**src/rtl/bit_serializer_pkg.sv**
```systemverilog
// Shared serializer definitions (ser_defs): FSM state encodings and default parameters.
package bit_serializer_pkg;

  typedef enum logic {
    ST_IDLE  = 1'b0,
    ST_SHIFT = 1'b1
  } state_t;

  localparam int unsigned DEF_WIDTH    = 8;
  localparam logic        DEF_IDLE_BIT = 1'b0;

endpackage

```
**src/rtl/ser_hold_reg.sv**
```systemverilog
// One-word holding register behind a valid/ready handshake; emptied by 'take'.
module ser_hold_reg #(
  parameter int unsigned WIDTH = 8
) (
  input  logic             ck,
  input  logic             rs,
  input  logic [WIDTH-1:0] din,
  input  logic             din_valid,
  input  logic             take,
  output logic             din_ready,
  output logic [WIDTH-1:0] hold,
  output logic             hold_valid
);

  assign din_ready = !hold_valid;

  // Accept needs an empty hold and take needs a full one, so they never collide.
  always_ff @(posedge ck or posedge rs) begin
    if (rs) begin
      hold       <= '0;
      hold_valid <= 1'b0;
    end else if (din_valid && !hold_valid) begin
      hold       <= din;
      hold_valid <= 1'b1;
    end else if (take) begin
      hold_valid <= 1'b0;
    end
  end

endmodule

```
**src/rtl/bit_serializer.sv**
```systemverilog
// Parallel-to-serial feeder: buffers one word and streams bits gaplessly on enabled edges.
module bit_serializer
  import bit_serializer_pkg::*;
#(
  parameter int unsigned WIDTH     = DEF_WIDTH,
  parameter bit          MSB_FIRST = 1'b1,
  parameter logic        IDLE_BIT  = DEF_IDLE_BIT
) (
  input  logic             ck,
  input  logic             rs,
  input  logic             en,
  input  logic [WIDTH-1:0] din,
  input  logic             din_valid,
  output logic             din_ready,
  output logic             s,
  output logic             s_valid,
  output logic             busy,
  output logic             word_done
);

  localparam int unsigned CW = $clog2(WIDTH);
  localparam logic [CW-1:0] LAST = CW'(WIDTH - 1);

  state_t           state;
  logic [WIDTH-1:0] sr;
  logic [CW-1:0]    cnt;
  logic [WIDTH-1:0] hold;
  logic             hold_valid;
  logic             load;

  function automatic logic out_bit(input logic [WIDTH-1:0] v);
    return MSB_FIRST ? v[WIDTH-1] : v[0];
  endfunction

  function automatic logic [WIDTH-1:0] advance(input logic [WIDTH-1:0] v);
    return MSB_FIRST ? (v << 1) : (v >> 1);
  endfunction

  assign load = en && hold_valid && ((state == ST_IDLE) || (cnt == LAST));
  assign busy = (state == ST_SHIFT) || hold_valid;

  ser_hold_reg #(
    .WIDTH(WIDTH)
  ) u_hold (
    .ck        (ck),
    .rs        (rs),
    .din       (din),
    .din_valid (din_valid),
    .take      (load),
    .din_ready (din_ready),
    .hold      (hold),
    .hold_valid(hold_valid)
  );

  always_ff @(posedge ck or posedge rs) begin
    if (rs) begin
      state     <= ST_IDLE;
      sr        <= '0;
      cnt       <= '0;
      s         <= IDLE_BIT;
      s_valid   <= 1'b0;
      word_done <= 1'b0;
    end else begin
      word_done <= 1'b0;
      if (en) begin
        if (state == ST_SHIFT && cnt != LAST) begin
          s   <= out_bit(sr);
          sr  <= advance(sr);
          cnt <= cnt + 1'b1;
        end else begin
          // Retiring the last bit and loading the next word share one edge: no gap bit.
          if (state == ST_SHIFT) word_done <= 1'b1;
          if (hold_valid) begin
            s       <= out_bit(hold);
            s_valid <= 1'b1;
            sr      <= advance(hold);
            cnt     <= '0;
            state   <= ST_SHIFT;
          end else begin
            s       <= IDLE_BIT;
            s_valid <= 1'b0;
            state   <= ST_IDLE;
          end
        end
      end
    end
  end

endmodule
```
**config.mk**
```make
export PLATFORM = sky130hd
export DESIGN_NAME = bit_serializer
export DESIGN_NICKNAME = d
export VERILOG_FILES = /design/src/rtl/bit_serializer_pkg.sv /design/src/rtl/ser_hold_reg.sv /design/src/rtl/bit_serializer.sv
export SDC_FILE = /design/constraint.sdc
export NUM_CORES = 1
export LEC_CHECK = 0
export ABC_CLOCK_PERIOD_IN_PS = 2000
export CORE_MARGIN = 5
export CORE_UTILIZATION = 51
export CTS_CLUSTER_DIAMETER = 150
export DETAILED_ROUTE_END_ITERATION = 10
export PLACE_DENSITY = 0.77
export REMOVE_ABC_BUFFERS = 1
export SYNTH_ARGS = -nofsm -noshare
export SYNTH_HDL_FRONTEND = slang
export SYNTH_SLANG_ARGS = --single-unit
```
**constraint.sdc**
```tcl
create_clock -name ck -period 2 [get_ports ck]
set_input_delay 0.6 -clock ck [delete_from_list [all_inputs] [get_ports ck]]
set_output_delay 0.6 -clock ck [all_outputs]
set_load 0.02 [all_outputs]
```
; ---- Word-level counts from Yosys, hierarchy flattened
; Index checks and enable logic that the tools add are counted.
[totals]
elab_cells = 35
latch_bits = 0
regBits = 23
n_memories = 0
inputBits = 12
mem_bits_ro = 0
out_inout_bits = 5
ram_bits = 0
[classes]
div_mod_pow = 0
addsub = 1
eq_ne = 2
bitwise_logic = 2
multipliers = 0
shifts = 0
order_cmp = 0
n_mux = 12
n_reduce_logical = 11
[ops]
columns = operator, n
row1 = $mux W8, 2
row2 = $mux W1, 8
row3 = $mux W3, 2
row4 = $logic_and A1 B1 Y1, 4
row5 = $reduce_and A2 Y1, 2
row6 = $reduce_bool A2 Y1, 2
row7 = $add A3 B1 Y3 const B, 1
row8 = $eq A3 B3 Y1 const B, 1
row9 = $ne A3 B3 Y1 const B, 1
row10 = $logic_or A1 B1 Y1, 2
row11 = $not A1 Y1, 2
row12 = $logic_not A1 Y1, 1

; ---- Depth between registers and ports, before layout
[logic_depth]
depth_word = 5
ltp_mapped = 6
depth_no_buf = 5

; ---- By module
; Synthesis repeated with hierarchy kept, for this count alone.
[unflattened]
cells_unflattened = 84
hier_area_um2 = 1044.8
[modules_own_cells]
columns = mod, area_each_um2, cells_each, instances, seq_area_each_um2
row1 = bit_serializer, 666.9, 62, 1, 325.3
row2 = ser_hold_reg, 377.9, 22, 1, 225.2

; ---- Least setup slack after synthesis
; Ideal clock, no wire load.
[synth_timing]
path_type = register to register
startpoint = register cnt[0]
endpoint = register sr[2]
path_stages_with_launch = 6
n_path_buf = 0
setup_ps = 121
required_time_ps = 1879
arrival_ps = 1422
setup_slack_ps = 457
synth_period_minus_slack_ps = 1543
cell_sequence = dfrtp_1 -> ha_1 -> ha_1 -> or2b_1 -> mux2i_1 -> a22o_2
[synth_via]
elab_chain_cells = 4
word_cells_on_any_way = 5
classes_between = eq/ne (1) / mux (1) / reduce/logical (3)
[synth_rtl]
columns = element, line_no
row1 = from (decl), bit_serializer.sv:26  ; logic [CW-1:0] cnt;
row2 = from (signal assigned), bit_serializer.sv:69  ; cnt <= cnt + 1'b1;
row3 = $ne A3 B3 Y1 (*), bit_serializer.sv:66  ; if (state == ST_SHIFT && cnt != LAST) begin
row4 = $logic_and A1 B1 Y1 (*), bit_serializer.sv:66
row5 = $reduce_bool A2 Y1 (no source line), n/a
row6 = $reduce_and A2 Y1 (no source line), n/a
row7 = to (signal assigned), bit_serializer.sv:68  ; sr <= advance(sr);
row8 = to (signal assigned), bit_serializer.sv:76  ; sr <= advance(hold);
row9 = to (decl), bit_serializer.sv:25  ; logic [WIDTH-1:0] sr;
; Mark *: on every way between the ends. The rest lies on a longest branch, timed or not.
; A chain may end at the register's enable or synchronous reset.

; ---- Worst setup path in the final report
[layout_timing]
startpoint = register u_hold.hold_valid
endpoint = output busy
[layout_via]
elab_chain_cells = 1
[layout_rtl]
columns = element, line_no
row1 = from (decl), ser_hold_reg.sv:12  ; output logic hold_valid
row2 = from (signal assigned), ser_hold_reg.sv:21  ; hold_valid <= 1'b0;
row3 = from (signal assigned), ser_hold_reg.sv:24  ; hold_valid <= 1'b1;
row4 = from (signal assigned), ser_hold_reg.sv:26  ; hold_valid <= 1'b0;
row5 = $logic_or A1 B1 Y1, bit_serializer.sv:40  ; assign busy = (state == ST_SHIFT) || hold_valid;
row6 = to (decl), bit_serializer.sv:17  ; output logic busy,
; Every way passes these cells.

==> impl_metrics.env <==
export IMPL_synth_edf_count=0
export IMPL_max_stage_delay_ns=0.40
export IMPL_p_comb_share_pct=40.6
export IMPL_use_met3_pct=2.95
export IMPL_ir_drop_mv=0.766
export IMPL_startpoint_type="flop"
export IMPL_core_rowCount=16
export IMPL_hp_class="reg2reg"
export IMPL_numPortBuffers=16
export IMPL_drcViolationCount=0
export IMPL_cts_made_buffers=3
export IMPL_start_util_pct=53.2
export IMPL_grt_setup_unrepaired="false"
export IMPL_worstMarginPinSlew_ns=0.392
export IMPL_crit_fanout=2
export IMPL_die_w_um=55.0
export IMPL_clock_latency_ns=0.30
export IMPL_relSlewSlack_pct=73.8
export IMPL_coreArea_um2=1940
export IMPL_antenna_found_initial=0
export IMPL_synth_area_top_cells="dfrtp_1 53%, mux2_2 8.7%, a22o_2 6.8%, nand3b_1 3.6%, buf_6 3.3%"
export IMPL_place_inst=128
export IMPL_p_total_mw=1.57
export IMPL_switching_share_pct=32.6
export IMPL_drive_gt1_share_pct=30.5
export IMPL_fin_crit_sh_pct=95.6
export IMPL_rrSetupSlack_ns=0.26
export IMPL_grt_pass1_vias=701
export IMPL_r2r_cells=5
export IMPL_first_iter_violations=15
export IMPL_cp_slowest_cell="dfrtp_1"
export IMPL_htree_num_levels=1
export IMPL_ys_seq_elements=22
export IMPL_cts_root_buf="clkbuf_4"
export IMPL_dp_hpwl_mm=1.40
export IMPL_netlist_cell_type_count=24
export IMPL_firstDrtPassIters=4
export IMPL_pwr_density_cell_nw_per_um2=1250
export IMPL_hold_ws_ns=0.517
export IMPL_stdcell_count=132
export IMPL_pre_cts_slack_ns=0.0950
export IMPL_cts_path_max_buffers=2
export IMPL_final_nets=121
export IMPL_wl_per_cell_um=14.2
export IMPL_path_cells="or2_2, dlygate4sd2_1"
export IMPL_yosysTopAreaCellShare_pct=53.3
export IMPL_die_h_um=55.0
export IMPL_end_kind="output pin"
export IMPL_routed_wl_mm=1.88
export IMPL_dieArea_um2=3020
export IMPL_pwr_share_seq_pct=47.0
export IMPL_overflow=0
export IMPL_max_freq_mhz=523
export IMPL_grtUsageMet2_pct=22.8
export IMPL_fin_skew_ns=0.00719
export IMPL_vias=705
export IMPL_cp_num_buf_inv=1
export IMPL_final_setup_worst_slack_ns=0.0881
export IMPL_crit_required_ns=1.40
export IMPL_place_congestion=0.748
export IMPL_grt_first_pass_wirelength_mm=3.13
export IMPL_area_delta_synth_final_pct=21.7
export IMPL_p_int_mw=1.06
export IMPL_grt_busiest_layer="met2"
export IMPL_cts_hold_repair_buffers=0
export IMPL_grt_max_degree=23
export IMPL_synth_area_um2=1030
export IMPL_synthArstFlopShare_pct=100
export IMPL_maxCapViolations=0
export IMPL_arrival_ns=1.31
export IMPL_cts_tree="yes"
export IMPL_yosysSeqAreaShare_pct=53.3
export IMPL_min_period_ns=1.91
export IMPL_grt_util_met1_pct=20.0
export IMPL_synth_common_cells="22 x dfrtp_1, 8 x mux2_2, 8 x nand2_1"
export IMPL_finalHoldViolCount=0
export IMPL_report_final_slew_viol_count=0
export IMPL_crit_family="flip-flops"
export IMPL_netSwitchingPower_mw=0.512
export IMPL_clkTransAtPathRegs_ns=0.11
export IMPL_fill_cells=171
export IMPL_synth_most_common_cell="dfrtp_1"
export IMPL_worst_hold_path_endpoint="cnt[2]"
export IMPL_yosys_warnings=0
export IMPL_antenna_left=0
export IMPL_leakage_nw=0.571
export IMPL_r2r_start="cnt[0]"
export IMPL_p_clk_share_pct=12.3
export IMPL_clock_sinks=22
export IMPL_path_class="reg2out"
export IMPL_antenna_cells=0
export IMPL_min_delay_start="cnt[2]"
export IMPL_setup_viol=0
export IMPL_syn_inst=84
export IMPL_synth_top_cell_by_area="dfrtp_1"
export IMPL_ys_flop_type="dfrtp_1"
export IMPL_fin_setup_tns_ns=0
export IMPL_min_path_cells=1
export IMPL_outcome="completed"
export IMPL_track_usage_pct=14.5
export IMPL_ioPinCount=17
export IMPL_viasPerCell=5.34
export IMPL_r2r_end="sr[3]"
export IMPL_synth_avg_cell_area_um2=12.3
-- power groups by stage --
stage	clock network, mW	registers (mW)	logic [mW]
global placement	0	0.743	0.615
CTS	0.200	0.745	0.625
global route	0.220	0.758	0.702
detailed placement	0	0.755	0.634
finish	0.194	0.739	0.639
floorplan	0	0.756	0.399
-- through the flow --
step | utilization [%] | area, µm²
floorplan | - | 983
CTS | 64.3 | 1250
global placement | 63.3 | 1230
detailed placement | 63.3 | 1230
global route | 64.7 | 1260
finish | 64.7 | 1260
-- worst register-to-register path, cell delays in order, from the launching register on --
cell     delay, ns
dfrtp_1       0.42
ha_1          0.21
ha_1          0.28
nor2b_4       0.29
o21ai_4       0.14
a22o_2        0.29
-- layout make-up --
type / instances / area, µm² / share of cell area, %
flip-flops and latches: 22 / 551 / 43.8
multi-input cells: 53 / 422 / 33.6
repair buffers: 24 / 216 / 17.2
well taps: 27 / 33.8 / 2.69
clock buffers: 3 / 22.5 / 1.79
inverters: 3 / 11.3 / 0.896
-- layout by cell type (no fill, tap or decap), drive strengths merged --
master / n
nand2: 8
or2b: 1
or2: 2
nor2b: 2
ha: 2
mux2i: 1
mux2: 8
nand3b: 5
inv: 3
nor2: 2
and3: 1
a21oi: 1
dlygate4sd2: 3
nand3: 1
a31oi: 1
dfrtp: 22
nor3b: 1
o21ai: 6
clkbuf: 3
a21o: 1
a32o: 3
a22o: 7
buf: 8
clkdlybuf4s50: 13
-- worst max-delay path by stage --
stage	start	end	slack [ns]	cells after the start
finish	u_hold.hold_valid	busy	0.09	2
global placement	en	sr[6]	0.13	3
floorplan	din_valid	u_hold.hold[0]	0.45	2
CTS	u_hold.hold_valid	busy	0.03	2
detailed placement	en	sr[3]	0.1	3
global route	u_hold.hold_valid	busy	0.04	2
-- per-layer routing --
metal / wire length (µm) / vias up
met3: 100 / 2
met1: 843 / 343
met2: 911 / 19
met4: 21 / 0
met5: 0 / -
li1: - / 341
-- state kept, by name, indices dropped and copies added, names as in the netlist --
name,cells
u_hold.hold_valid,1
u_hold.hold,8
state,1
s,1
cnt,3
sr,7
word_done,1
-- repair_timing --
action | CTS | global route
setup endpoints to repair | 3 | 1
resized for setup | 3 | 0
hold endpoints to repair | 0 | 0
setup buffers | 0 | 1
-- kinds of logic after synthesis --
| group | synth area share [%] |
|---|---|
| simple gates | 13.1 |
| flops | 53.3 |
| compound gates | 15.6 |
| buf+inv | 5.82 |
| mux | 9.70 |
| fa+ha+maj | 2.42 |
Note: power is estimated with default switching activity, not from simulation.
